--- config.mk ---
export PLATFORM = sky130hd
export DESIGN_NAME = jellyvl_synctimer_timer
export DESIGN_NICKNAME = d
export VERILOG_FILES = /design/src/rtl/jellyvl_synctimer_timer.sv
export SDC_FILE = /design/constraint.sdc
export NUM_CORES = 1
export LEC_CHECK = 0
export ABC_CLOCK_PERIOD_IN_PS = 4510
export BUFFER_PORTS_ARGS = -buffer_cell sky130_fd_sc_hd__buf_2
export CAP_MARGIN = 30
export CELL_PAD_IN_SITES_DETAIL_PLACEMENT = 1
export CELL_PAD_IN_SITES_GLOBAL_PLACEMENT = 2
export CORE_UTILIZATION = 32
export DETAILED_ROUTE_END_ITERATION = 12
export PLACE_DENSITY_LB_ADDON = 0.05
export SYNTH_ARGS = -nofsm -noshare
export SYNTH_HDL_FRONTEND = slang
export SYNTH_SLANG_ARGS = --single-unit
export TNS_END_PERCENT = 1
--- constraint.sdc ---
create_clock -name clk -period 4.51 [get_ports clk]
set_clock_uncertainty 0.05 [all_clocks]
set_input_delay 0.2255 -clock clk [delete_from_list [all_inputs] [get_ports clk]]
set_output_delay 0.2255 -clock clk [all_outputs]
set_load 0.1 [all_outputs]
--- src/rtl/jellyvl_synctimer_timer.sv ---
// Local time counter with fractional rate and one-entry +/-1 adjust port.
// Time advances NUMERATOR/DENOMINATOR units per clk: the integer STEP is
// always added and a fractional accumulator contributes a carry when it
// overflows DENOMINATOR. An accepted adjust is held for one clk and then
// folded into the next increment. A set strobe loads an absolute time.
// Optional feature macro: JELLYVL_SYNCTIMER_TIMER_ADJ_COUNT_EN adds
// saturating counters of applied +1 / -1 adjusts.
module jellyvl_synctimer_timer #(
  parameter int TIMER_WIDTH = 64,
  parameter int NUMERATOR   = 10,
  parameter int DENOMINATOR = 3
) (
  input  logic                   rst,
  input  logic                   clk,
  input  logic [TIMER_WIDTH-1:0] set_time,
  input  logic                   set_valid,
  input  logic                   adjust_sign,
  input  logic                   adjust_valid,
  output logic                   adjust_ready,
  output logic [TIMER_WIDTH-1:0] current_time
`ifdef JELLYVL_SYNCTIMER_TIMER_ADJ_COUNT_EN
  ,
  output logic [15:0]            adj_count_plus,
  output logic [15:0]            adj_count_minus
`endif
);

  localparam int FRAC_W = $clog2(DENOMINATOR) + 1;
  localparam int STEP   = NUMERATOR / DENOMINATOR;
  localparam int REM    = NUMERATOR % DENOMINATOR;

  localparam logic [FRAC_W-1:0]      REM_F  = FRAC_W'(REM);
  localparam logic [FRAC_W-1:0]      DEN_F  = FRAC_W'(DENOMINATOR);
  localparam logic [TIMER_WIDTH-1:0] STEP_T = TIMER_WIDTH'(STEP);

  logic [TIMER_WIDTH-1:0] current_time_q, current_time_d;
  logic [FRAC_W-1:0]      frac_q, frac_d;
  logic                   pending_q, pending_d;
  logic                   pend_sign_q, pend_sign_d;
  logic                   adjust_ready_q, adjust_ready_d;

  logic                   accept;
  logic [FRAC_W-1:0]      frac_sum;
  logic                   carry;
  logic                   adj_up, adj_dn;

  // Next-state: fractional carry, pending-adjust application, set override.
  always_comb begin
    accept   = adjust_valid && adjust_ready_q;
    frac_sum = frac_q + REM_F;
    carry    = (frac_sum >= DEN_F);
    adj_up   = pending_q && !pend_sign_q;
    adj_dn   = pending_q &&  pend_sign_q;

    frac_d         = carry ? frac_sum - DEN_F : frac_sum;
    // Modular arithmetic at TIMER_WIDTH bits gives the natural wrap.
    current_time_d = current_time_q + STEP_T
                   + TIMER_WIDTH'(carry) + TIMER_WIDTH'(adj_up)
                   - TIMER_WIDTH'(adj_dn);
    pending_d      = accept;
    pend_sign_d    = accept ? adjust_sign : pend_sign_q;
    // Ready drops for the clk the accepted adjust sits in the pending slot.
    adjust_ready_d = !accept;

    // Set wins over increment and over any pending or coincident adjust.
    if (set_valid) begin
      current_time_d = set_time;
      frac_d         = '0;
      pending_d      = 1'b0;
      adjust_ready_d = 1'b1;
    end
  end

  // State registers.
  always_ff @(posedge clk or posedge rst) begin
    if (rst) begin
      current_time_q <= '0;
      frac_q         <= '0;
      pending_q      <= 1'b0;
      pend_sign_q    <= 1'b0;
      adjust_ready_q <= 1'b0;
    end else begin
      current_time_q <= current_time_d;
      frac_q         <= frac_d;
      pending_q      <= pending_d;
      pend_sign_q    <= pend_sign_d;
      adjust_ready_q <= adjust_ready_d;
    end
  end

  assign current_time = current_time_q;
  assign adjust_ready = adjust_ready_q;

`ifdef JELLYVL_SYNCTIMER_TIMER_ADJ_COUNT_EN
  logic [15:0] adj_count_plus_q, adj_count_plus_d;
  logic [15:0] adj_count_minus_q, adj_count_minus_d;

  // Count adjusts when they actually reach current_time; saturate, clear on set.
  always_comb begin
    adj_count_plus_d  = adj_count_plus_q;
    adj_count_minus_d = adj_count_minus_q;
    if (set_valid) begin
      adj_count_plus_d  = '0;
      adj_count_minus_d = '0;
    end else begin
      if (adj_up && adj_count_plus_q != 16'hFFFF)
        adj_count_plus_d = adj_count_plus_q + 16'd1;
      if (adj_dn && adj_count_minus_q != 16'hFFFF)
        adj_count_minus_d = adj_count_minus_q + 16'd1;
    end
  end

  // Counter registers.
  always_ff @(posedge clk or posedge rst) begin
    if (rst) begin
      adj_count_plus_q  <= '0;
      adj_count_minus_q <= '0;
    end else begin
      adj_count_plus_q  <= adj_count_plus_d;
      adj_count_minus_q <= adj_count_minus_d;
    end
  end

  assign adj_count_plus  = adj_count_plus_q;
  assign adj_count_minus = adj_count_minus_q;
`endif

endmodule

Word level (Yosys, flattened, before mapping)
Cells that the tools add are included.
- order comparisons: 1
- reduce and logical (&&, ||, !) cells: 5
- mux-type cells: 5
- $add $sub $neg: 6
- operators with widths (kind ; count):
    adder 64 x 1 -> 64 bit ; 2
    adder 64 x 2 -> 64 bit, second input constant ; 1
    2-to-1 mux 64 bit ; 1
    subtractor 64 x 1 -> 64 bit ; 1
    2-to-1 mux 3 bit ; 2
    adder 3 x 1 -> 3 bit, second input constant ; 1
    >= comparator 3 x 2 -> 1 bit, second input constant ; 1
    logical AND 1 bit ; 3
    subtractor 3 x 2 -> 3 bit, second input constant ; 1
    logical NOT 1 bit ; 2
    2-to-1 mux 1 bit ; 2
- logic and storage cells: 22
- input port bits: 69
- register bits after elaboration: 70
- output and inout port bits: 65

Depth between registers and ports, before layout
Gate-level depths: netlist of the first run.
- word-level depth: 6
- depth in mapped cells: 18
- gate-level depth less buffers: 17

Worst setup path after synthesis of the first run
Ideal clock, no wire load.
- kind: register to register
- start: reg frac_q[0]
- end: reg current_time_q[52] (netlist: current_time[52])
- path buffers: 1
- setup slack: 0.559 ns
- period minus slack after synthesis: 3.951 ns
- library setup time: 0.129 ns
- required time: 4.331 ns
- arrival time: 3.772 ns
- stages on the path, launching flop included: 19
- path through: dfrtp_1 -> ha_1 -> xor2_1 -> inv_1 -> ha_1 -> or3_1 -> clkbuf_1 -> ha_1 -> inv_1 -> fa_1 -> o41ai_1 -> a21oi_1 -> o21a_1 -> a2111oi_4 -> nor3_2 -> or3_4 -> o41ai_2 -> xnor2_1 -> o21ai_1
- word-level cells in the longest chain between the ends: 6
- RTL lines (item ; line ; source):
    start, declared ; 37 ; logic [FRAC_W-1:0] frac_q, frac_d;
    start signal, assigned ; 84 ; frac_q <= frac_d;
    adder 3 x 1 -> 3 bit ; 50 ; frac_sum = frac_q + REM_F;
    >= comparator 3 x 2 -> 1 bit ; 51 ; carry = (frac_sum >= DEN_F);
    adder 64 x 1 -> 64 bit (2 in series) ; 58 ; + TIMER_WIDTH'(carry) + TIMER_WIDTH'(adj_up)
    subtractor 64 x 1 -> 64 bit ; 59 ; - TIMER_WIDTH'(adj_dn);
    2-to-1 mux 64 bit ; 66 ; if (set_valid) begin
    via current_time_d[52] ; 36 ; logic [TIMER_WIDTH-1:0] current_time_q, current_time_d;
    end signal, assigned ; 83 ; current_time_q <= current_time_d;
    end, declared ; 36 ;
The timed path passes the listed nets, and every way through them passes these cells.
A chain may end at the register's enable or synchronous reset.

Final worst setup path of the first run
Ends and elaborated chain as after synthesis.

==> impl_metrics.json, run 1 <==
{
  "synth_cell_types": 69,
  "dr.pass1.iters": 4,
  "syn_nets": 995,
  "drv_cap": 0,
  "cpLargestDelayFamily": "compound AO/OA/AOI/OAI gates",
  "coreArea_mm2": 0.02030,
  "via_count": 6410,
  "clk_latency_ns": 0.34,
  "grt_overflow": 0,
  "postCtsResizedCells": 0,
  "dieArea_mm2": 0.02132,
  "tritoncts": "built",
  "start_util_pct": 32.69,
  "post-route-period-util_pct": 95.28,
  "worstPathArrival_ns": 4.44,
  "hold_buffers": 0,
  "final_nets": 1108,
  "synth_async_sr_flop_share_pct": 100.0,
  "cts_max_path_buffers": 2,
  "cp_common_cell": "ha_1",
  "wl_um": 20960,
  "ff2ff_setup_slack_ns": 0.21,
  "status": "complete, no violations",
  "syn_area_mm2": 0.006636,
  "synth_seq_area_share_pct": 26.40,
  "worst_pin_slew_ns": 0.8520,
  "whs_ns": 0.01502,
  "required_ns": 4.66,
  "portBuffers": 133,
  "io_pins": 134,
  "vias_per_cell": 5.153,
  "path_clk_slew_ns": 0.06,
  "post-route-drc-count": 0,
  "ys_ff_latch": 70,
  "dominantRegCellSynth": "dfrtp_1",
  "relSlewSlack_pct": 43.12,
  "fp.dieW_um": 146.0,
  "grt_setup_unrepaired": "true",
  "grt_pass1_vias": 6854,
  "fin_crit_ns": 4.297,
  "wl_per_cell_um": 16.85,
  "grt_antenna_before_repair": 0,
  "avgSynthCellArea_um2": 7.735,
  "rows": 52,
  "n_antenna_cell": 0,
  "grt_pass1_wl_um": 34640,
  "hpwl_um": 16780,
  "crit_type": "reg -> reg",
  "postRouteAntennaNets": 0,
  "hold_path.class": "in -> async",
  "synth_edf_count": 0,
  "synth_warnings": 0,
  "cts_root_buffer": "clkbuf_16",
  "start_kind": "register",
  "setup_viol": 0,
  "synthToLayoutAreaGrowth_pct": 16.10,
  "drv_slew": 0,
  "gp_congestion": 0.8961,
  "cpPeakStageDelay_ns": 0.43,
  "fillers": 2624,
  "clkSinkCount": 70,
  "numCtsBuffers": 9,
  "worstPathMaxFanout": 5,
  "path_cells": "ha_1 -> xor2_1 -> inv_1 -> ha_1 -> or3_1 -> ha_1 -> inv_1 -> fa_1 -> o41ai_1 -> a21oi_1 -> o21a_1 -> a2111oi_4 -> nor3_2 -> or3_4 -> o41ai_2 -> xnor2_1 -> o21ai_1",
  "grt_max_degree": 70,
  "drtIter0Drc": 172,
  "critPathBufInv": 2,
  "hold_violations": 0,
  "slowest_stage": "fa_1",
  "end_kind": "register",
  "htree_levels": 3,
  "syn_inst": 858,
  "chipHeight_um": 146.0,
  "fmax_mhz": 232.7,
  "groute.usage.overall_pct": 20.03,
  "layout-drive-gt1-share_pct": 17.56,
  "post-cts-setup-buffers": 0
}
flip-flops by register name (all words and copies together) (netlist names):
| signal | count |
|---|---|
| pending_q | 1 |
| pend_sign_q | 1 |
| adjust_ready | 1 |
| current_time | 64 |
| frac_q | 3 |
layer usage:
| metal | routed length (um) | global-route usage, % | vias to the layer above |
|---|---|---|---|
| met5 | 0 | 0 | - |
| met4 | 300 | 5.677 | 0 |
| met3 | 468 | 2.250 | 19 |
| met2 | 10650 | 37.15 | 83 |
| met1 | 9539 | 24.24 | 3102 |
| li1 | - | - | 3206 |
cell usage in the layout, fill, tap and decap left out, types with 3 or more instances in the layout:
cell,count
buf_2,132
nand2_1,125
o21ai_0,98
inv_1,89
a21oi_1,79
dfrtp_1,70
ha_1,67
xnor2_1,41
nor2_1,38
a21o_1,24
xor2_1,21
nand4_1,18
o21bai_1,18
nor3_1,15
nand3_1,13
o21a_1,13
clkbuf_16,9
buf_4,8
nor2b_1,7
nand2b_1,6
a211oi_1,6
a31oi_1,6
o31ai_1,6
or3_1,3
o41ai_1,3
and3_1,3
a21boi_0,3
a311oi_1,3
per-stage QoR:
| stage | utilization, % | setup TNS (ns) | setup slack [ns] | instance area (um^2) | instances |
|---|---|---|---|---|---|
| floorplan | - | 0 | 0.5587 | 6636 | 858 |
| global placement | 36.64 | 0 | 0.2577 | 7438 | 1230 |
| detailed placement | 36.64 | 0 | 0.03121 | 7438 | 1230 |
| CTS | 37.90 | 0 | 0.005406 | 7694 | 1244 |
| global route | 37.96 | -0.4630 | -0.1150 | 7705 | 1244 |
| finish | 37.96 | 0 | 0.2129 | 7705 | 1244 |
cell families after synthesis:
logic type / after synthesis / synth area share (%)
adders and majority gates: 68 / 12.93
xor gates and xnor gates: 62 / 8.182
DFF: 70 / 26.40
and+or+nand+nor: 243 / 16.72
buffers and inverters: 128 / 8.955
muxes: 2 / 0.3393
AOI/OAI and AO/OA: 285 / 26.47
cells in the mapped netlist (4+ instances only):
cell type	n	share of area (%)
nor2_1	38	2.1
nand2_1	125	7.1
inv_1	90	5.1
xnor2_1	41	5.4
buf_4	4	0.45
o31ai_1	6	0.68
o21ai_0	98	7.4
dfrtp_1	70	26
nor3_1	15	1.1
a21oi_1	79	6.0
nand3_1	13	0.98
o21a_1	13	1.5
nand2b_1	6	0.57
clkbuf_1	18	1.0
o21bai_1	18	2.0
xor2_1	21	2.8
ha_1	67	13
nand4_1	18	1.7
nor2b_1	7	0.66
a211oi_1	7	0.79
buf_6	6	1.0
a21o_1	24	2.7
a31oi_1	6	0.57
path summary, 6_finish.rpt:
kind                                         from                         end  cells past startpoint
min                                           rst  current_time[30]$_DFF_PP0_                      2
max                         frac_q[0]$_DFFE_PP0P_  current_time[52]$_DFF_PP0_                     17
min reg2reg                adjust_ready$_DFF_PP0_      adjust_ready$_DFF_PP0_                      1
max in group asynchronous                     rst   current_time[1]$_DFF_PP0_                      3
max reg2reg                 frac_q[0]$_DFFE_PP0P_  current_time[52]$_DFF_PP0_                     17
min in group clk                     set_time[57]  current_time[57]$_DFF_PP0_                      3
cell type report:
cell class / count / area, um^2 / share of cell area, %
Clock buffer: 10 / 229.0 / 2.972
Clock inverter: 4 / 26.28 / 0.3410
Inverter: 90 / 337.8 / 4.385
Multi-Input combinational cell: 660 / 4302 / 55.83
Sequential cell: 70 / 1752 / 22.73
Tap cell: 270 / 337.8 / 4.385
Timing Repair Buffer: 140 / 720.7 / 9.354
Power of run 1 is not shown: default switching activity piles up to over one toggle a cycle in this logic, so the estimate is an artifact.
==> inputs of run 2 (changes only) <==
--- a/config.mk
+++ b/config.mk
@@ -5,12 +5,13 @@
 export SDC_FILE = /design/constraint.sdc
 export NUM_CORES = 1
 export LEC_CHECK = 0
+export ABC_AREA = 1
 export ABC_CLOCK_PERIOD_IN_PS = 4510
 export BUFFER_PORTS_ARGS = -buffer_cell sky130_fd_sc_hd__buf_2
 export CAP_MARGIN = 30
 export CELL_PAD_IN_SITES_DETAIL_PLACEMENT = 1
 export CELL_PAD_IN_SITES_GLOBAL_PLACEMENT = 2
-export CORE_UTILIZATION = 32
+export CORE_UTILIZATION = 30
 export DETAILED_ROUTE_END_ITERATION = 12
 export PLACE_DENSITY_LB_ADDON = 0.05
 export SYNTH_ARGS = -nofsm -noshare
==> impl_metrics.json, run 2 <==
{
  "status": "complete, no violations",
  "portBuffers": 133,
  "worstPathArrival_ns": 3.69,
  "chipHeight_um": 172.4,
  "wl_per_cell_um": 17.10,
  "synth_area_leaders": "nand2_1 29%, dfrtp_1 20%, inv_1 16%",
  "numCtsBuffers": 9,
  "post-route-drc-count": 0,
  "wl_um": 36110,
  "dr.pass1.iters": 5,
  "tritoncts": "built",
  "end_kind": "register",
  "reg2reg_to": "current_time[24]$_DFF_PP0_",
  "r2r-start": "frac_q[0]$_DFFE_PP0P_",
  "multi_input_area_mm2": 0.005458,
  "synth_seq_area_share_pct": 20.12,
  "synth_top_cell_by_area": "nand2_1",
  "largest_reg_flops": 64,
  "dominantRegCellSynth": "dfrtp_1",
  "avgSynthCellArea_um2": 5.480,
  "critPathLaunch": "frac_q[0]$_DFFE_PP0P_",
  "synth_async_sr_flop_share_pct": 100.0,
  "post-cts-setup-buffers": 0,
  "syn_inst": 1589,
  "synth_xor_area_share_pct": 2.314,
  "fp.dieW_um": 172.4,
  "layout-drive-gt1-share_pct": 13.43,
  "n_antenna_cell": 0,
  "fmax_mhz": 283.7,
  "grt_max_degree": 60,
  "crit_type": "reg -> reg",
  "setup_viol": 0,
  "synth_commonest_cells": "671 x nand2_1, 366 x inv_1, 104 x nor2_1",
  "drtIter0Drc": 507,
  "clkSinkCount": 70,
  "yosys.area_share.adder_pct": 9.858,
  "worst_pin_slew_ns": 0.7887,
  "vias_per_cell": 4.593,
  "fillers": 4028,
  "final_cell_mix": "671 x nand2_1, 365 x inv_1, 132 x buf_2",
  "post-route-period-util_pct": 78.17,
  "whs_ns": 0.01616,
  "synth_edf_count": 0,
  "cts_max_path_buffers": 2,
  "crit_path_end": "current_time[24]$_DFF_PP0_",
  "path_clk_slew_ns": 0.07,
  "syn_nets": 1726,
  "synth.area.mux_share_pct": 0.1293,
  "dieArea_mm2": 0.02971,
  "gp_congestion": 0.9062,
  "ff2ff_setup_slack_ns": 0.98,
  "start_kind": "register",
  "relSlewSlack_pct": 47.42,
  "groute.usage.overall_pct": 25.28,
  "hold_violations": 0,
  "cts_root_buffer": "clkbuf_16",
  "seq_area_mm2": 0.001752,
  "grt_setup_unrepaired": "false",
  "io_pins": 134,
  "drv_cap": 0,
  "ys_ff_latch": 70,
  "required_ns": 4.67,
  "synth_cell_types": 32,
  "yosys.area_share.simple_pct": 45.70,
  "synth.most_common_cell": "nand2_1",
  "clk_latency_ns": 0.36,
  "tns_ns": 0,
  "grt_overflow": 0,
  "coreArea_mm2": 0.02863,
  "synthToLayoutAreaGrowth_pct": 16.76,
  "synth_compound_area_share_pct": 4.685,
  "htree_levels": 3,
  "drv_slew": 0,
  "rows": 62,
  "via_count": 9700,
  "start_util_pct": 30.42,
  "postRouteAntennaNets": 0,
  "worstPathMaxFanout": 5,
  "syn_area_mm2": 0.008707,
  "synth_top_family_by_area": "simple AND/OR/NAND/NOR gates",
  "grt_antenna_before_repair": 0,
  "grt_pass1_vias": 9583,
  "layout_commonest_cell": "nand2_1",
  "synth_warnings": 0,
  "synth_top_area_share_pct": 28.93,
  "fin_crit_ns": 3.525,
  "hpwl_um": 30890,
  "final_nets": 1861,
  "reg2regPathDepth": 18,
  "grt_pass1_wl_um": 55070,
  "min_path_cells": 3,
  "hold_path.class": "in -> reg"
}
[run 2: worst min path at each step]
stage / end / start / slack (ns)
6_report: current_time[0]$_DFF_PP0_ / set_time[0] / 0.02
4_1_cts: current_time[0]$_DFF_PP0_ / set_time[0] / 0.005
2_1_floorplan: current_time[0]$_DFF_PP0_ / set_time[0] / 0.29
3_3_place_gp: current_time[7]$_DFF_PP0_ / rst / 0.30
5_1_grt: current_time[0]$_DFF_PP0_ / set_time[0] / 0.02
3_5_place_dp: current_time[7]$_DFF_PP0_ / rst / 0.30
[run 2: cell type report]
type / count / share of cell area (%)
Tap cell: 384 / 4.726
Clock inverter: 5 / 0.8246
Sequential cell: 70 / 17.23
Timing Repair Buffer: 138 / 6.966
Clock buffer: 10 / 2.351
Multi-Input combinational cell: 1120 / 53.69
Inverter: 385 / 14.22
[run 2: per-layer routing]
layer  global-route usage, %  part of all wire (%)  up-vias
met2                   40.55                    44      192
met4                   5.194                   1.2        0
li1                        -                     -     4964
met3                   1.968                   3.4       21
met5                       0                     0        -
met1                   36.67                    52     4523
[run 2: repair_timing]
item	in CTS	in global routing
hold buffers	1	0
endpoints found under the setup margin	0	0
resized for setup	0	0
hold endpoints to repair	24	0
[run 2: kinds of logic after synthesis]
kind of cell    Yosys count
xor+xnor                 23
compound gates           79
buf+inv                 399
simple gates            949
fa+ha+maj                68
mux                       1
flops                    70
[run 2: worst max-delay path: stages, from the launching register on]
cell     delay, ns
dfrtp_1       0.43
ha_1          0.23
xor2_1        0.19
inv_1         0.06
ha_1          0.19
nor3_1        0.30
inv_1         0.11
ha_1          0.27
inv_1         0.09
fa_1          0.16
inv_1         0.08
nand2_1       0.11
nand3_1       0.13
nand2_1       0.09
nand2_1       0.12
nand3_1       0.11
nand3_2       0.11
xnor2_1       0.42
o21ai_0       0.13
[run 2: stage by stage]
stage | utilization [%] | instance area (um^2) | setup WS (ns) | std cells
global placement | 34.35 | 9833 | 1.138 | 2096
global route | 35.51 | 10170 | 0.6628 | 2112
finish | 35.51 | 10170 | 0.9846 | 2112
detailed placement | 34.35 | 9833 | 1.005 | 2096
floorplan | - | 8707 | 1.582 | 1589
CTS | 35.51 | 10170 | 0.9799 | 2112
Power of run 2 is left out for the same reason.
==> inputs of run 3 (changes only) <==
--- a/config.mk
+++ b/config.mk
@@ -6,12 +6,12 @@
 export NUM_CORES = 1
 export LEC_CHECK = 0
 export ABC_AREA = 1
-export ABC_CLOCK_PERIOD_IN_PS = 4510
+export ABC_CLOCK_PERIOD_IN_PS = 2910
 export BUFFER_PORTS_ARGS = -buffer_cell sky130_fd_sc_hd__buf_2
 export CAP_MARGIN = 30
 export CELL_PAD_IN_SITES_DETAIL_PLACEMENT = 1
 export CELL_PAD_IN_SITES_GLOBAL_PLACEMENT = 2
-export CORE_UTILIZATION = 30
+export CORE_UTILIZATION = 27
 export DETAILED_ROUTE_END_ITERATION = 12
 export PLACE_DENSITY_LB_ADDON = 0.05
 export SYNTH_ARGS = -nofsm -noshare
==> constraint.sdc (replaced) <==
create_clock -name clk -period 2.91 [get_ports clk]
set_clock_uncertainty 0.05 [all_clocks]
set_input_delay 0.1455 -clock clk [delete_from_list [all_inputs] [get_ports clk]]
set_output_delay 0.1455 -clock clk [all_outputs]
set_load 0.1 [all_outputs]
==> impl_metrics.json, run 3 (synthesis gave the netlist of run 2 again) <==
{
  "via_count": 9849,
  "place_area_mm2": 0.01011,
  "post-route-drc-count": 0,
  "cts_max_path_buffers": 2,
  "layout.cells.non_filler": 2232,
  "fin_util_pct": 36.47,
  "end_kind": "register",
  "met3_length_um": 1191,
  "path_clk_slew_ns": 0.08,
  "wl_met1_um": 18630,
  "worst_pin_slew_ns": 0.6676,
  "clkSinkCount": 70,
  "min_path_cells": 3,
  "fin_crit_ns": 2.867,
  "grt_setup_unrepaired": "true",
  "coreArea_mm2": 0.03164,
  "dieArea_mm2": 0.03297,
  "layout-drive-gt1-share_pct": 18.25,
  "layout_commonest_cell": "nand2_1",
  "status": "finished with violations",
  "grt_overflow": 0,
  "start_kind": "register",
  "postLayoutCellArea_mm2": 0.01154,
  "worstPathArrival_ns": 3.10,
  "hpwl_um": 30220,
  "portBuffers": 133,
  "clk_latency_ns": 0.38,
  "hold_violations": 1,
  "ff2ff_setup_slack_ns": 0.04,
  "dr.pass1.iters": 6,
  "cts_root_buffer": "clkbuf_16",
  "start_util_pct": 27.52,
  "io_pins": 134,
  "failed_checks": "negative hold slack",
  "setup_viol": 0,
  "post-route-period-util_pct": 98.51,
  "grt_pass1_vias": 9838,
  "tritoncts": "built",
  "hold_path.class": "in -> reg",
  "post-place-cells": 2144,
  "slowest_stage": "dfrtp_1",
  "grt_antenna_before_repair": 0,
  "gp_congestion": 0.8782,
  "fmax_mhz": 348.8,
  "wl_per_cell_um": 16.16,
  "cpPeakStageDelay_ns": 0.39,
  "grt_max_degree": 71,
  "groute.usage.overall_pct": 22.48,
  "reg2regPathDepth": 21,
  "drv_cap": 0,
  "synthToLayoutAreaGrowth_pct": 32.52,
  "worstPathMaxFanout": 4,
  "whs_endpoint": "current_time[52]$_DFF_PP0_",
  "path_cells": "ha_2 -> xor2_2 -> inv_1 -> ha_2 -> nor3_4 -> inv_2 -> ha_4 -> inv_2 -> fa_2 -> inv_2 -> nand2_4 -> nand3_4 -> nand3_2 -> nand3_2 -> nand2_2 -> nand2_4 -> nand2_2 -> nand3_1 -> nand2_1 -> nor2_2 -> nor2_1",
  "grt_pass1_wl_um": 55810,
  "required_ns": 3.14,
  "numCtsBuffers": 9,
  "chipHeight_um": 181.6,
  "final_nets": 1962,
  "relSlewSlack_pct": 55.49,
  "wl_um": 36080,
  "final_cell_mix": "639 x nand2_1, 361 x inv_1, 132 x buf_2",
  "rows": 65,
  "postRouteAntennaNets": 0,
  "vias_per_cell": 4.413,
  "n_antenna_cell": 0,
  "fillers": 4274,
  "topRoutingLayerUsed": "met4",
  "min-delay-start": "set_time[52]",
  "route.met2.wl_um": 15860,
  "whs_ns": -0.002084,
  "r2r-start": "frac_q[0]$_DFFE_PP0P_",
  "cp_common_cell": "inv_2",
  "largest_reg_flops": 64,
  "crit_type": "reg -> reg",
  "reg2reg_to": "current_time[36]$_DFF_PP0_",
  "drtIter0Drc": 472,
  "drv_slew": 0,
  "htree_levels": 3,
  "fp.dieW_um": 181.6
}
[run 3: changes by cell type in the layout (fill, tap and decap cells not counted), sizes merged]
cell	before	now
inv	382	381
clkinvlp	2	0
clkbuf	10	9
bufinv	2	4
buf	137	174
clkinv	4	7
dlygate4sd3	1	65
[run 3: area by class of cell]
class	count	area, um^2	area share, %
timing repair buffer	239	1664	14.42
clock buffer	9	225.2	1.952
inverter	385	1446	12.54
sequential	70	1752	15.18
multi-input combinational	1120	5802	50.28
tap	402	503.0	4.359
clock inverter	7	146.4	1.269
[run 3: what timing repair did]
item / in CTS / in global routing
gates resized for setup: 31 / 52
setup endpoints to repair: 45 / 47
pin swaps: 9 / 15
endpoints found under the hold margin: 134 / 0
buffers inserted: 3 / 4
hold buffers: 65 / 0
[run 3: worst max-delay path, delay by kind of cell, from the launching register on]
kind	cells	cell delay, ns
buf+inv	4	0.28
flops	1	0.39
simple gates	12	0.97
fa+ha+maj	4	0.90
xor+xnor	1	0.18
[run 3: through the flow]
| stage | TNS, ns | setup WS, ns |
|---|---|---|
| final | 0 | 0.04322 |
| after global routing | -1.548 | -0.1441 |
| after CTS | -0.1893 | -0.04903 |
| after detailed placement | -4.783 | -0.3291 |
| after global placement | -1.766 | -0.2431 |
| after floorplan | 0 | 0.005211 |
[run 3: worst max path at each step]
stage / slack (ns) / endpoint / from
finish: 0.04 / current_time[36]$_DFF_PP0_ / frac_q[0]$_DFFE_PP0P_
global route: -0.14 / current_time[36]$_DFF_PP0_ / frac_q[0]$_DFFE_PP0P_
CTS: -0.05 / current_time[56]$_DFF_PP0_ / frac_q[0]$_DFFE_PP0P_
detailed placement: -0.33 / current_time[56]$_DFF_PP0_ / frac_q[0]$_DFFE_PP0P_
global placement: -0.24 / current_time[56]$_DFF_PP0_ / frac_q[0]$_DFFE_PP0P_
floorplan: 0.005 / current_time[16]$_DFF_PP0_ / frac_q[0]$_DFFE_PP0P_
[run 3: layer usage]
layer	global-route usage [%]	vias to the layer above
met5	0	-
met4	4.475	0
met3	3.610	17
met2	35.40	143
met1	32.15	4520
li1	-	5169
Power of run 3 is left out for the same reason.
